## src/rtl/stencil_fetch_pkg.sv

```systemverilog
// -----------------------------------------------------------------------------
// stencil_fetch_pkg
// Shared definitions for the stencil fetch block:
//   - signed 5.27 fixed-point format constants
//   - default grid geometry (rows per column, row address width)
//   - sweep FSM state encoding
// -----------------------------------------------------------------------------
package stencil_fetch_pkg;

    // Signed 5.27 fixed point: 1 sign bit, 4 integer bits, 27 fraction bits.
    localparam int                 DATA_W    = 32;
    localparam int                 FRAC_BITS = 27;
    localparam logic signed [31:0] FP_ONE    = 32'sh0800_0000;  // +1.0
    localparam logic signed [31:0] FP_SRC    = 32'sh4000_0000;  // +8.0
    localparam logic signed [31:0] FP_SNK    = 32'shC000_0000;  // -8.0

    // Default grid geometry: one M10K word per node, one column per M10K.
    localparam int DEF_NUM_ROWS = 256;
    localparam int DEF_ADDR_W   = 8;

    // Sweep FSM.
    typedef enum logic [1:0] {
        ST_IDLE = 2'd0,
        ST_FILL = 2'd1,
        ST_RUN  = 2'd2,
        ST_DONE = 2'd3
    } state_t;

endpackage : stencil_fetch_pkg

```

## src/rtl/stencil_fetch_window.sv

```systemverilog
// -----------------------------------------------------------------------------
// stencil_window
// Row window for one column sweep. The center column forms a 3-entry window
// (down, center, up): the live M10K read data is the newest ("down") entry and
// two shift stages hold the center and up rows. Left and right column data
// have a 1-deep alignment register so they line up with the center row.
// The five stencil outputs are registered; edge substitution is applied on
// the way into the output registers.
//
// Ports:
//   clk, reset_n      clock, asynchronous active-low reset
//   i_shift_en        shift new read data into the window
//   i_load_en         load the output registers with the current row
//   i_first_row       row being loaded is row 0           (up    := center)
//   i_last_row        row being loaded is the last row    (down  := center)
//   i_first_col       column sits on the left grid edge   (left  := center)
//   i_last_col        column sits on the right grid edge  (right := center)
//   i_q_left/center/right   read data from the three column M10Ks
//   o_node_*          registered stencil
// -----------------------------------------------------------------------------
module stencil_window
    import stencil_fetch_pkg::*;
(
    input  logic              clk,
    input  logic              reset_n,
    input  logic              i_shift_en,
    input  logic              i_load_en,
    input  logic              i_first_row,
    input  logic              i_last_row,
    input  logic              i_first_col,
    input  logic              i_last_col,
    input  logic [DATA_W-1:0] i_q_left,
    input  logic [DATA_W-1:0] i_q_center,
    input  logic [DATA_W-1:0] i_q_right,
    output logic [DATA_W-1:0] o_node_center,
    output logic [DATA_W-1:0] o_node_up,
    output logic [DATA_W-1:0] o_node_down,
    output logic [DATA_W-1:0] o_node_left,
    output logic [DATA_W-1:0] o_node_right
);

    // r_c0: row r (becomes center), r_c1: row r-1 (becomes up).
    // i_q_center carries row r+1 (becomes down) in the load cycle.
    logic [DATA_W-1:0] r_c0;
    logic [DATA_W-1:0] r_c1;
    logic [DATA_W-1:0] r_l;
    logic [DATA_W-1:0] r_r;

    logic [DATA_W-1:0] r_center;
    logic [DATA_W-1:0] r_up;
    logic [DATA_W-1:0] r_down;
    logic [DATA_W-1:0] r_left;
    logic [DATA_W-1:0] r_right;

    always_ff @(posedge clk or negedge reset_n) begin
        if (!reset_n) begin
            r_c0 <= '0;
            r_c1 <= '0;
            r_l  <= '0;
            r_r  <= '0;
        end else if (i_shift_en) begin
            r_c0 <= i_q_center;
            r_c1 <= r_c0;
            r_l  <= i_q_left;
            r_r  <= i_q_right;
        end
    end

    always_ff @(posedge clk or negedge reset_n) begin
        if (!reset_n) begin
            r_center <= '0;
            r_up     <= '0;
            r_down   <= '0;
            r_left   <= '0;
            r_right  <= '0;
        end else if (i_load_en) begin
            r_center <= r_c0;
            r_up     <= i_first_row ? r_c0 : r_c1;
            r_down   <= i_last_row  ? r_c0 : i_q_center;
            r_left   <= i_first_col ? r_c0 : r_l;
            r_right  <= i_last_col  ? r_c0 : r_r;
        end
    end

    assign o_node_center = r_center;
    assign o_node_up     = r_up;
    assign o_node_down   = r_down;
    assign o_node_left   = r_left;
    assign o_node_right  = r_right;

endmodule : stencil_window

```

## src/rtl/stencil_fetch.sv

```systemverilog
// -----------------------------------------------------------------------------
// stencil_fetch
// Sweeps one grid column: reads rows 0..NUM_ROWS-1 from the left, center and
// right column M10Ks (shared address, 1-cycle read latency), presents one
// 5-point stencil per cycle to the compute stage and writes the compute
// result straight back to the destination column.
//
// Handshake: start is a one-cycle request, accepted only in IDLE (ignored
// while busy and in the DONE cycle). node_valid qualifies node_* and the
// write port; there is no backpressure, so rows stream without bubbles.
//
// Timing with T = start-accept cycle: rd_addr = k in cycle T+k (held at
// NUM_ROWS-1 afterwards), row r valid in cycle T+3+r, done in T+3+NUM_ROWS.
//
// Ports:
//   clk, reset_n                 clock, asynchronous active-low reset
//   start                        sweep request
//   col_is_first / col_is_last   column on left / right grid edge
//   rd_addr                      shared read address
//   q_left / q_center / q_right  read data (signed 5.27)
//   node_center/up/down/left/right  registered stencil (signed 5.27)
//   node_valid                   stencil valid this cycle
//   new_center                   compute result for the current stencil
//   wr_en / wr_addr / wr_data    destination column write port
//   busy / done                  sweep in progress / end-of-sweep pulse
//   dbg_state                    current FSM state
// -----------------------------------------------------------------------------
module stencil_fetch
    import stencil_fetch_pkg::*;
#(
    parameter int NUM_ROWS = DEF_NUM_ROWS,
    parameter int ADDR_W   = DEF_ADDR_W
) (
    input  logic              clk,
    input  logic              reset_n,
    input  logic              start,
    input  logic              col_is_first,
    input  logic              col_is_last,
    output logic [ADDR_W-1:0] rd_addr,
    input  logic [DATA_W-1:0] q_left,
    input  logic [DATA_W-1:0] q_center,
    input  logic [DATA_W-1:0] q_right,
    output logic [DATA_W-1:0] node_center,
    output logic [DATA_W-1:0] node_up,
    output logic [DATA_W-1:0] node_down,
    output logic [DATA_W-1:0] node_left,
    output logic [DATA_W-1:0] node_right,
    output logic              node_valid,
    input  logic [DATA_W-1:0] new_center,
    output logic              wr_en,
    output logic [ADDR_W-1:0] wr_addr,
    output logic [DATA_W-1:0] wr_data,
    output logic              busy,
    output logic              done,
    output state_t            dbg_state
);

    localparam logic [ADDR_W-1:0] LAST_ROW = ADDR_W'(NUM_ROWS - 1);

    state_t            r_state;
    state_t            w_next;
    logic [ADDR_W-1:0] r_rd_addr;
    logic [ADDR_W-1:0] r_row;       // row currently on node_*
    logic              r_fill;      // second FILL cycle
    logic              r_first_col;
    logic              r_last_col;
    logic              r_valid;

    logic              w_load_en;
    logic [ADDR_W-1:0] w_load_row;  // row entering the output registers
    logic              w_shift_en;
    logic              w_addr_step;
    logic [ADDR_W-1:0] w_rd_inc;

    // Next-state and window control.
    always_comb begin
        w_next     = r_state;
        w_load_en  = 1'b0;
        w_load_row = '0;
        w_shift_en = 1'b0;
        w_addr_step = 1'b0;
        case (r_state)
            ST_IDLE: begin
                if (start) begin
                    w_next      = ST_FILL;
                    w_addr_step = 1'b1;
                end
            end
            ST_FILL: begin
                w_shift_en  = 1'b1;
                w_addr_step = 1'b1;
                // Row 0 is loaded as row 1 appears on the read port.
                if (r_fill) begin
                    w_next    = ST_RUN;
                    w_load_en = 1'b1;
                end
            end
            ST_RUN: begin
                w_shift_en  = 1'b1;
                w_addr_step = 1'b1;
                if (r_row == LAST_ROW) begin
                    w_next = ST_DONE;
                end else begin
                    w_load_en  = 1'b1;
                    w_load_row = r_row + ADDR_W'(1);
                end
            end
            ST_DONE: begin
                w_next = ST_IDLE;
            end
            default: begin
                w_next = ST_IDLE;
            end
        endcase
    end

    // Saturating read address: stops at the last row while the pipe drains.
    assign w_rd_inc = (r_rd_addr == LAST_ROW) ? r_rd_addr : r_rd_addr + ADDR_W'(1);

    always_ff @(posedge clk or negedge reset_n) begin
        if (!reset_n) begin
            r_state     <= ST_IDLE;
            r_rd_addr   <= '0;
            r_row       <= '0;
            r_fill      <= 1'b0;
            r_first_col <= 1'b0;
            r_last_col  <= 1'b0;
            r_valid     <= 1'b0;
        end else begin
            r_state <= w_next;
            r_valid <= w_load_en;
            if (w_load_en) begin
                r_row <= w_load_row;
            end
            if (w_addr_step) begin
                r_rd_addr <= w_rd_inc;
            end
            case (r_state)
                ST_IDLE: begin
                    r_fill <= 1'b0;
                    if (start) begin
                        r_first_col <= col_is_first;
                        r_last_col  <= col_is_last;
                    end
                end
                ST_FILL: begin
                    r_fill <= 1'b1;
                end
                ST_DONE: begin
                    // Park at row 0 so the next accept reads row 0 at once.
                    r_rd_addr <= '0;
                    r_row     <= '0;
                end
                default: begin
                end
            endcase
        end
    end

    stencil_window u_window (
        .clk          (clk),
        .reset_n      (reset_n),
        .i_shift_en   (w_shift_en),
        .i_load_en    (w_load_en),
        .i_first_row  (w_load_row == '0),
        .i_last_row   (w_load_row == LAST_ROW),
        .i_first_col  (r_first_col),
        .i_last_col   (r_last_col),
        .i_q_left     (q_left),
        .i_q_center   (q_center),
        .i_q_right    (q_right),
        .o_node_center(node_center),
        .o_node_up    (node_up),
        .o_node_down  (node_down),
        .o_node_left  (node_left),
        .o_node_right (node_right)
    );

    assign rd_addr    = r_rd_addr;
    assign node_valid = r_valid;
    assign wr_en      = r_valid;
    assign wr_addr    = r_row;
    assign wr_data    = new_center;
    assign busy       = (r_state == ST_FILL) || (r_state == ST_RUN);
    assign done       = (r_state == ST_DONE);
    assign dbg_state  = r_state;

endmodule : stencil_fetch

```

## config.mk

```make
export PLATFORM = sky130hd
export DESIGN_NAME = stencil_fetch
export DESIGN_NICKNAME = d
export VERILOG_FILES = /design/src/rtl/stencil_fetch_pkg.sv /design/src/rtl/stencil_fetch_window.sv /design/src/rtl/stencil_fetch.sv
export SDC_FILE = /design/constraint.sdc
export NUM_CORES = 1
export LEC_CHECK = 0
export CAP_MARGIN = 0
export CORE_MARGIN = 4
export CORE_UTILIZATION = 49
export DETAILED_ROUTE_END_ITERATION = 8
export PLACE_DENSITY_LB_ADDON = 0.12
export SYNTH_ARGS = -nofsm -noshare
export SYNTH_HDL_FRONTEND = slang
export SYNTH_HIERARCHICAL = 1
export SYNTH_SLANG_ARGS = --single-unit
```

## constraint.sdc

```tcl
create_clock -name clk -period 2.81 [get_ports clk]
set_clock_uncertainty 0.05 [all_clocks]
set_input_delay 0.281 -clock clk [delete_from_list [all_inputs] [get_ports clk]]
set_output_delay 0.281 -clock clk [all_outputs]
set_load 0.03 [all_outputs]
```

Word-level counts from Yosys, hierarchy flattened

Cells that the tools add are included.

Register bits: 310
Bits in latches: 0
RAM bits: 0
Bits in read-only memories: 0
Input port bits: 133
Output and inout bits: 214
Memories: 0

Add/subtract/negate cells: 2
$mul: 0
Divide/modulo/power cells: 0
Order comparisons: 0
Eq/ne operators: 10
Shift-type cells: 0
Mux-type cells: 22
Bitwise operators: 0
Reduce and logical (&&, ||, !) cells: 10

Operator list:

| cell                                                                  | number |
|---|---|
| 32-bit 2-to-1 mux                                                     | 4 |
| 8-bit 2-to-1 mux                                                      | 7 |
| 8-bit equality test, second input constant                            | 3 |
| 8-bit by 1-bit adder with 8-bit output, second input constant         | 2 |
| 8-bit zero test                                                       | 1 |
| 2-bit != test, second input constant                                  | 4 |
| 2-bit one-hot mux with 4 select lines                                 | 1 |
| 2-bit 2-to-1 mux                                                      | 3 |
| 1-bit one-hot mux with 2 select lines                                 | 3 |
| 2-bit nonzero test                                                    | 3 |
| 2-bit equality test, second input constant                            | 2 |
| 1-bit 2-to-1 mux                                                      | 4 |
| 2-bit AND reduction                                                   | 2 |
| 3-bit AND reduction                                                   | 1 |
| 2-bit by 1-bit equality test with 1-bit output, second input constant | 1 |
| 2-bit zero test                                                       | 1 |
| 2-bit OR reduction                                                    | 1 |
| 1-bit logical OR                                                      | 1 |

Longest topological paths before layout

Gate-level depths: netlist (run 1).

Word-level depth: 5
Gate-level depth with buffers: 11
Depth with buffers taken out: 7

By module

Netlist (run 1), hierarchy kept.

By module, submodules not included:

| module         | instances | cells each | area each (um^2) | seq. area each (um^2) |
|---|---|---|---|---|
| stencil_window | 1         | 894        | 11951.5          | 7206.9 |
| stencil_fetch  | 1         | 185        | 1687.9           | 550.5 |

Least setup slack after synthesis (run 1)

No wires, ideal clock.

Kind: register -> register
Start: reg r_row[0], in the netlist wr_addr[0]
End: reg u_window.r_up[10], in the netlist u_window/o_node_up[10]
Arrival: 2.408 ns
Setup slack: 0.227 ns
Stages on the path, launching flop included: 12
Clock period less this slack: 2.583 ns
Cells stage by stage: dfrtp_1 > ha_1 > buf_2 > and2_1 > clkbuf_4 > o211ai_1 > a221o_1 > a22oi_1 > buf_4 > buf_6 > mux2i_1 > a21oi_1

Word-level cells in the longest chain between the ends: 5

RTL lines:

| item                                                                                 | line                                       | RTL |
|---|---|---|
| start, declared                                                                      | stencil_fetch.sv:63                        | `logic [ADDR_W-1:0] r_row;` |
| start signal, assigned                                                               | stencil_fetch.sv:133                       | `r_row <= w_load_row;` |
| 8-bit by 1-bit adder with 8-bit output / 8-bit equality test (equally long branches) | stencil_fetch.sv:105, stencil_fetch.sv:101 |  |
| 8-bit 2-to-1 mux                                                                     | stencil_fetch.sv:101                       | `if (r_row == LAST_ROW) begin` |
| 8-bit 2-to-1 mux                                                                     | stencil_fetch.sv:82                        | `case (r_state)` |
| 8-bit zero test                                                                      | stencil_fetch.sv:165                       | `.i_first_row (w_load_row == '0),` |
| 32-bit 2-to-1 mux                                                                    | stencil_fetch_window.sv:78                 | `r_up <= i_first_row ? r_c0 : r_c1;` |
| end signal, assigned                                                                 | stencil_fetch_window.sv:78                 |  |
| end, declared                                                                        | stencil_fetch_window.sv:50                 | `logic [DATA_W-1:0] r_up;` |

Parallel ways exist; a longest one is shown, timed or not.
A chain may end at the register's enable or synchronous reset.

Worst setup path after layout (run 1)

Start: reg r_row[4], in the netlist wr_addr[4]
End: reg u_window.r_down[14], in the netlist u_window/o_node_down[14]

Word-level cells in the longest chain between the ends: 5

RTL lines:

| item                                                                                 | line                                       | RTL |
|---|---|---|
| 8-bit by 1-bit adder with 8-bit output / 8-bit equality test (equally long branches) | stencil_fetch.sv:105, stencil_fetch.sv:101 |  |
| 8-bit 2-to-1 mux                                                                     | stencil_fetch.sv:101                       |  |
| 8-bit 2-to-1 mux                                                                     | stencil_fetch.sv:82                        |  |
| 8-bit equality test                                                                  | stencil_fetch.sv:166                       | `.i_last_row (w_load_row == LAST_ROW),` |
| 32-bit 2-to-1 mux                                                                    | stencil_fetch_window.sv:79                 | `r_down <= i_last_row ? r_c0 : i_q_center;` |
| end signal, assigned                                                                 | stencil_fetch_window.sv:79                 |  |
| end, declared                                                                        | stencil_fetch_window.sv:51                 | `logic [DATA_W-1:0] r_down;` |

Parallel ways exist; a longest one is shown, timed or not.

==> results by group, run 1 <==
CTS
  • CTS tree: built
  • Reg clk slew, reported paths: 0.06 ns
  • PostCTS Resize Cnt: 0
  • CTS Sinks: 310
  • Root buf cell: clkbuf_16
  • Worst-Skew Late Latency: 0.50 ns
  • CTS Buf Count: 35
  • H-tree depth: 2
  • Max Root-Sink Buffers: 3

Finish
  • Share of layout cells above drive strength 1: 0.190
  • Layout Utilization: 0.646
  • Register area: 0.00776 mm^2
  • Nets@finish: 1470
  • FILL cells: 2130
  • # diodes: 0
  • Area added between synthesis and finish: 28.7%
  • Multi-input gate area: 0.00500 mm^2
  • Final instance area: 0.0176 mm^2

Floorplan
  • Core ar.: 0.0272 mm^2
  • Chip height: 175 um
  • Die X: 175 um
  • Row count: 60
  • Die ar.: 0.0306 mm^2
  • Initial Util: 0.502
  • # IOs: 347

GRT
  • Gr usage total: 0.212
  • Largest net degree at the start of global routing: 89
  • Gr ovfl total: 0
  • First-pass GRT wire length: 52200 um
  • Initial antenna violation count: 0
  • Vias in the first global route: 9380

Logic synthesis
  • Dominant cell type by area after synthesis: dfrtp_1
  • Syn_area_per_cell: 12.6 um^2
  • Post-synthesis register bit count: 310
  • Ys async rst share: 1.00
  • Synthesized instance count: 1079
  • Synth area leaders: dfrtp_1, mux2_2, mux2i_1, a21oi_1, nor2_1
  • Mapped Area: 0.0136 mm^2
  • Most frequent cell after synthesis: dfrtp_1
  • Most frequent cells after synthesis: dfrtp_1, mux2_2, nor2_1
  • Net count after synthesis: 1218
  • Synth cell types: 48
  • Sequential share of the synthesized area: 0.569
  • Post-synth EDFFs: 0
  • Synth warnings: 6
  • Synth top area share: 0.569
  • Primary FF master, synth: dfrtp_1

Timing
  • RSZ-0062 raised after global routing: false
  • Final min period: 2.50 ns
  • Fin crit share: 0.889
  • Final hold vios: 0
  • Final Setup Violations: 0
  • Setup_tns: 0 ns
  • Worst slew pin tran: 1.02 ns
  • Max Freq: 400 MHz
  • Slew Limit Headroom: 0.323
  • Final Slew Violations: 0

Drt
  • Post-Route WL: 32600 um
  • Antenna-violating nets left: 0
  • Vias per cell: 5.26
  • DRT iter0 DRCs: 455
  • Total number of vias: 9077
  • Drt wl/cell: 18.9 um
  • Drt pass-1 iters: 5
  • Remaining DRCs: 0

Worst setup path
  • Nature of the critical path startpoint: register
  • Setup CP Type: reg2reg
  • Crit-path cells: and4_1 -> nand2_1 -> nor4_2 -> buf_4 -> mux2i_1 -> a21oi_1
  • CP Max Fanout: 19
  • Slowest cell on crit path: dfrtp_1
  • Critical path capture point type: register
  • Required @ worst endpoint: 3.14 ns
  • Max incr delay on CP: 0.54 ns
  • Worst EP arrival: 2.83 ns

Job
  • Total of max-cap violations: 0

Place
  • Port Buffers: 282
  • DP Wirelength: 22100 um
  • DP Area: 0.0165 mm^2
  • Global placer's final weighted congestion: 0.777

Power
  • Pwr per Cell Area: 576 mW/mm^2
  • Worst VDD drop: 0.425 mV
  • Leakage: 0.00712 uW

Worst hold path
  • Worst min path class: in2async

Outcome
  • Outcome: completed
-- per-layer routing --
layer  wire, um  track usage  up-vias
met5          0            0        -
met4        840       0.0671        0
met3       2080       0.0502       60
met2      14900        0.332      254
li1           -            -     4256
met1      14700        0.295     4507
-- worst paths after layout --
kind / start / endpoint / slack (ns) / cells past startpoint
max: wr_addr[4] / u_window/o_node_down[14] / 0.31 / 6
min: reset_n / wr_addr[3] / 0.24 / 2
max reg2reg: wr_addr[4] / u_window/o_node_down[14] / 0.31 / 6
min reg2reg: u_window/o_node_center[13] / u_window/o_node_center[13] / 0.45 / 1
max in group asynchronous: reset_n / u_window/r_c1[14] / 1.63 / 3
min in group clk: q_left[25] / u_window/r_l[25] / 0.34 / 2
-- area by class of cell --
cell class,instances,area share
clock inverter,5,0.00306
timing repair buffer,321,0.184
inverter,7,0.00150
clock buffer,56,0.0585
sequential,310,0.442
tap,372,0.0265
multi-input combinational,656,0.285
-- flip-flops by register name, indices dropped and copies added (netlist names) --
name	count
dbg_state	2
node_valid	1
r_fill	1
r_first_col	1
r_last_col	1
rd_addr	8
u_window/o_node_center	32
u_window/o_node_down	32
u_window/o_node_left	32
u_window/o_node_right	32
u_window/o_node_up	32
u_window/r_c0	32
u_window/r_c1	32
u_window/r_l	32
u_window/r_r	32
wr_addr	8
-- through the flow --
stage / setup WS, ns / power (uW) / hold slack (ns) / instances
after floorplan: 0.227 / 5400 / -0.0646 / 1079
after global placement: 0.358 / 5890 / 0.178 / 1665
after detailed placement: 0.311 / 5900 / 0.179 / 1665
after CTS: 0.310 / 10300 / 0.239 / 1727
after global routing: 0.165 / 10500 / 0.277 / 1727
final: 0.313 / 10100 / 0.241 / 1727
-- cells by family after synthesis --
logic type,after synthesis,share of synthesized area
flops,310,0.569
compound gates,165,0.0664
fa+ha+maj,6,0.00550
xor+xnor,5,0.00321
simple gates,185,0.0578
mux,295,0.231
buf+inv,113,0.0669
-- repair_timing --
action	CTS	global route
setup buffers	0	0
hold buffers	1	0
hold endpoints to repair	47	0
-- where the power goes --
group | switching [uW] | leakage (uW) | internal (uW)
clock | 1710 | 0.000527 | 2590
sequential | 162 | 0.00362 | 4680
combinational | 497 | 0.00297 | 477
-- cells in the final DEF, fill, tap and decap left out, drive strengths merged, types with 2 or more instances in the layout --
cell type	instances
o211ai	4
nand4	5
and3	2
clkinv	3
nand2	9
a21oi	134
nand3b	2
xor2	3
clkbuf	56
o21ai	6
a31oi	2
clkdlybuf4s50	281
a21o	5
nor2b	2
mux2	163
and2	4
a21boi	2
and4	2
ha	6
a211oi	2
dfrtp	310
mux2i	132
nand3	12
inv	8
o21bai	2
or3	2
xnor2	2
nor3	3
buf	39
nor2	138
-- worst max-delay path, delay by kind of cell, from the launching register on --
family	cells	cell delay, ns
simple gates	3	0.96
flops	1	0.54
buf+inv	1	0.44
mux	1	0.27
compound gates	1	0.09
Note: power is estimated with default switching activity, not from simulation.
==> inputs of run 2 (changes only) <==
--- a/config.mk
+++ b/config.mk
@@ -7,7 +7,7 @@
 export LEC_CHECK = 0
 export CAP_MARGIN = 0
 export CORE_MARGIN = 4
-export CORE_UTILIZATION = 49
+export CORE_UTILIZATION = 53
 export DETAILED_ROUTE_END_ITERATION = 8
 export PLACE_DENSITY_LB_ADDON = 0.12
 export SYNTH_ARGS = -nofsm -noshare
==> constraint.sdc (replaced) <==
create_clock -name clk -period 3.11 [get_ports clk]
set_clock_uncertainty 0.05 [all_clocks]
set_input_delay 0.311 -clock clk [delete_from_list [all_inputs] [get_ports clk]]
set_output_delay 0.311 -clock clk [all_outputs]
set_load 0.03 [all_outputs]
==> run 2 against run 1 <==
  * Sequential power is 9.7% lower
  * Non-clock buffer count fell by 4
  * Clock power is 7.9% lower
  * Final cell count shrank 2.9%
==> results by group, run 2 (same netlist as run 1, synthesis figures left out) <==
Outcome
  • Outcome: completed

Timing
  • Worst slew pin tran: 0.749 ns (-0.266 ns)
  • Fin crit share: 0.888 (about the same)
  • Hold slack: 0.374 ns (+0.133 ns)
  • Final Slew Violations: 0 (unchanged)
  • Final Setup Violations: 0 (unchanged)
  • Max Freq: 362 MHz (-9.6%)
  • Slew Limit Headroom: 0.501 (+0.177)
  • Setup_tns: 0 ns (unchanged)
  • RSZ-0062 raised after global routing: false
  • Final min period: 2.76 ns (+0.266 ns)
  • Final hold vios: 0 (unchanged)

Place
  • Port Buffers: 282 (unchanged)
  • DP Area: 0.0164 mm^2 (-0.65%)
  • DP Wirelength: 21900 um (-1.2%)
  • Global placer's final weighted congestion: 0.831 (+6.8%)

Job
  • Total of max-cap violations: 0 (unchanged)

Worst setup path
  • Critical path capture point type: register
  • Nature of the critical path startpoint: register
  • Worst EP arrival: 3.09 ns (+0.26 ns)
  • CP Max Fanout: 32 (+13)
  • Setup CP Type: reg2reg
  • Required @ worst endpoint: 3.44 ns (+0.30 ns)

Drt
  • Drt pass-1 iters: 5 (unchanged)
  • Antenna-violating nets left: 0 (unchanged)
  • Total number of vias: 9071 (-0.066%)
  • Vias per cell: 5.41 (+2.9%)
  • Drt wl/cell: 19.3 um (+2.2%)
  • Post-Route WL: 32300 um (-0.79%)
  • Remaining DRCs: 0 (unchanged)
  • DRT iter0 DRCs: 573 (+26%)

Finish
  • Commonest non-fill, non-tap cell in the layout: dfrtp_1
  • Area added between synthesis and finish: 28.1%
  • Most frequent cells in the layout: dfrtp_1, clkdlybuf4s50_1, mux2_2
  • Share of layout cells above drive strength 1: 0.189 (-0.00110)
  • Layout Utilization: 0.692 (+0.0460)
  • Nets@finish: 1465 (-0.34%)
  • Final instance area: 0.0175 mm^2 (-0.45%)
  • # diodes: 0 (unchanged)

Floorplan
  • Core ar.: 0.0253 mm^2 (-7.1%)
  • Row count: 58 (-3.3%)
  • Initial Util: 0.540 (+0.0382)
  • Chip height: 168 um (-3.7%)
  • Die X: 168 um (-3.7%)
  • # IOs: 347 (unchanged)
  • Die ar.: 0.0284 mm^2 (-7.2%)

GRT
  • Largest net degree at the start of global routing: 90 (+1.1%)
  • Gr ovfl total: 0 (unchanged)
  • First-pass GRT wire length: 52100 um (about the same)
  • Vias in the first global route: 9501 (+1.3%)
  • Initial antenna violation count: 3 (+3)
  • Gr usage total: 0.227 (+0.0152)

Power
  • Pwr per Cell Area: 527 mW/mm^2 (-8.5%)
  • Leakage: 0.00711 uW (-0.14%)
  • Worst VDD drop: 0.464 mV (+9.2%)

CTS
  • Root buf cell: clkbuf_16
  • H-tree depth: 2 (unchanged)
  • Reg clk slew, reported paths: 0.06 ns (about the same)
  • CTS tree: built
  • Worst-Skew Late Latency: 0.49 ns (about the same)
  • CTS Sinks: 310 (unchanged)
  • Max Root-Sink Buffers: 3 (unchanged)
  • CTS Buf Count: 34 (-2.9%)

Worst hold path
  • Worst min path class: in2reg
==> run 2: cell types whose count changed in the layout (fill, tap and decap cells not counted), sizes merged <==
| cell | change |
|---|---|
| clkinv | -1 |
| clkbuf | -3 |
| bufinv | +1 |
| buf | -4 |
| inv | -1 |
==> run 2: cell type report <==
type / instances / area [um^2]
Clock buffer: 53 / 1040
Clock inverter: 4 / 73.8
Fill cell: 1877 / 7780
Inverter: 7 / 26.3
Multi-Input combinational cell: 656 / 5000
Sequential cell: 310 / 7760
Tap cell: 330 / 413
Timing Repair Buffer: 317 / 3170
==> run 2: per-stage QoR <==
stage | total power, uW | worst slack (ns) | std cells
floorplan | 4880 | 0.527 | 1079
global route | 9580 | 0.181 | 1677
detailed placement | 5330 | 0.339 | 1619
CTS | 9340 | 0.337 | 1677
global placement | 5320 | 0.426 | 1619
finish | 9220 | 0.347 | 1677
==> run 2: critical path, cell delays in order (launching register included) <==
cell and delay [ns]:
dfrtp_1 0.47, ha_1 0.36, and2_1 0.33, o211ai_1 0.16, a221o_1 0.39, a22oi_2 0.24, buf_12 0.29, mux2i_1 0.26
a21oi_1 0.09
==> run 2: report_power, final <==
group	total, uW	internal (uW)	switching (uW)	leakage (uW)
clock	3960	2450	1510	0.000541
combinational	885	434	451	0.00294
sequential	4370	4230	144	0.00362
==> run 2: worst paths after layout <==
kind                            slack, ns                        from                         end  cells past startpoint
worst max-delay path                 0.35                  wr_addr[0]      u_window/o_node_up[24]                      8
worst max register to register       0.35                  wr_addr[0]      u_window/o_node_up[24]                      8
worst min register to register       0.45  u_window/o_node_center[13]  u_window/o_node_center[13]                      1
max in group asynchronous            1.80                     reset_n      u_window/o_node_up[10]                      3
worst min-delay path                 0.37                  q_left[26]            u_window/r_l[26]                      2
min in group asynchronous            0.38                     reset_n                  wr_addr[0]                      2
==> run 2: repair_timing <==
action	in CTS	in global routing
gates resized for setup	0	0
hold endpoints to repair	81	0
buffers inserted	0	0
hold buffers	1	0
==> run 2: per-layer routing <==
| layer | vias to the layer above | share of wire | wire (um) | GRT usage |
|---|---|---|---|---|
| li1 | 4238 | - | - | - |
| met1 | 4491 | 0.43 | 13900 | 0.312 |
| met2 | 268 | 0.47 | 15300 | 0.360 |
| met3 | 68 | 0.074 | 2380 | 0.0629 |
| met4 | 6 | 0.024 | 765 | 0.0614 |
| met5 | - | 0.0013 | 42 | 0 |
==> inputs of run 3 (changes only) <==
--- a/config.mk
+++ b/config.mk
@@ -10,6 +10,7 @@
 export CORE_UTILIZATION = 53
 export DETAILED_ROUTE_END_ITERATION = 8
 export PLACE_DENSITY_LB_ADDON = 0.12
+export SKIP_LAST_GASP = 1
 export SYNTH_ARGS = -nofsm -noshare
 export SYNTH_HDL_FRONTEND = slang
 export SYNTH_HIERARCHICAL = 1
==> results of run 3 <==
Final layout, timing and power as in run 2 (identical DEF).
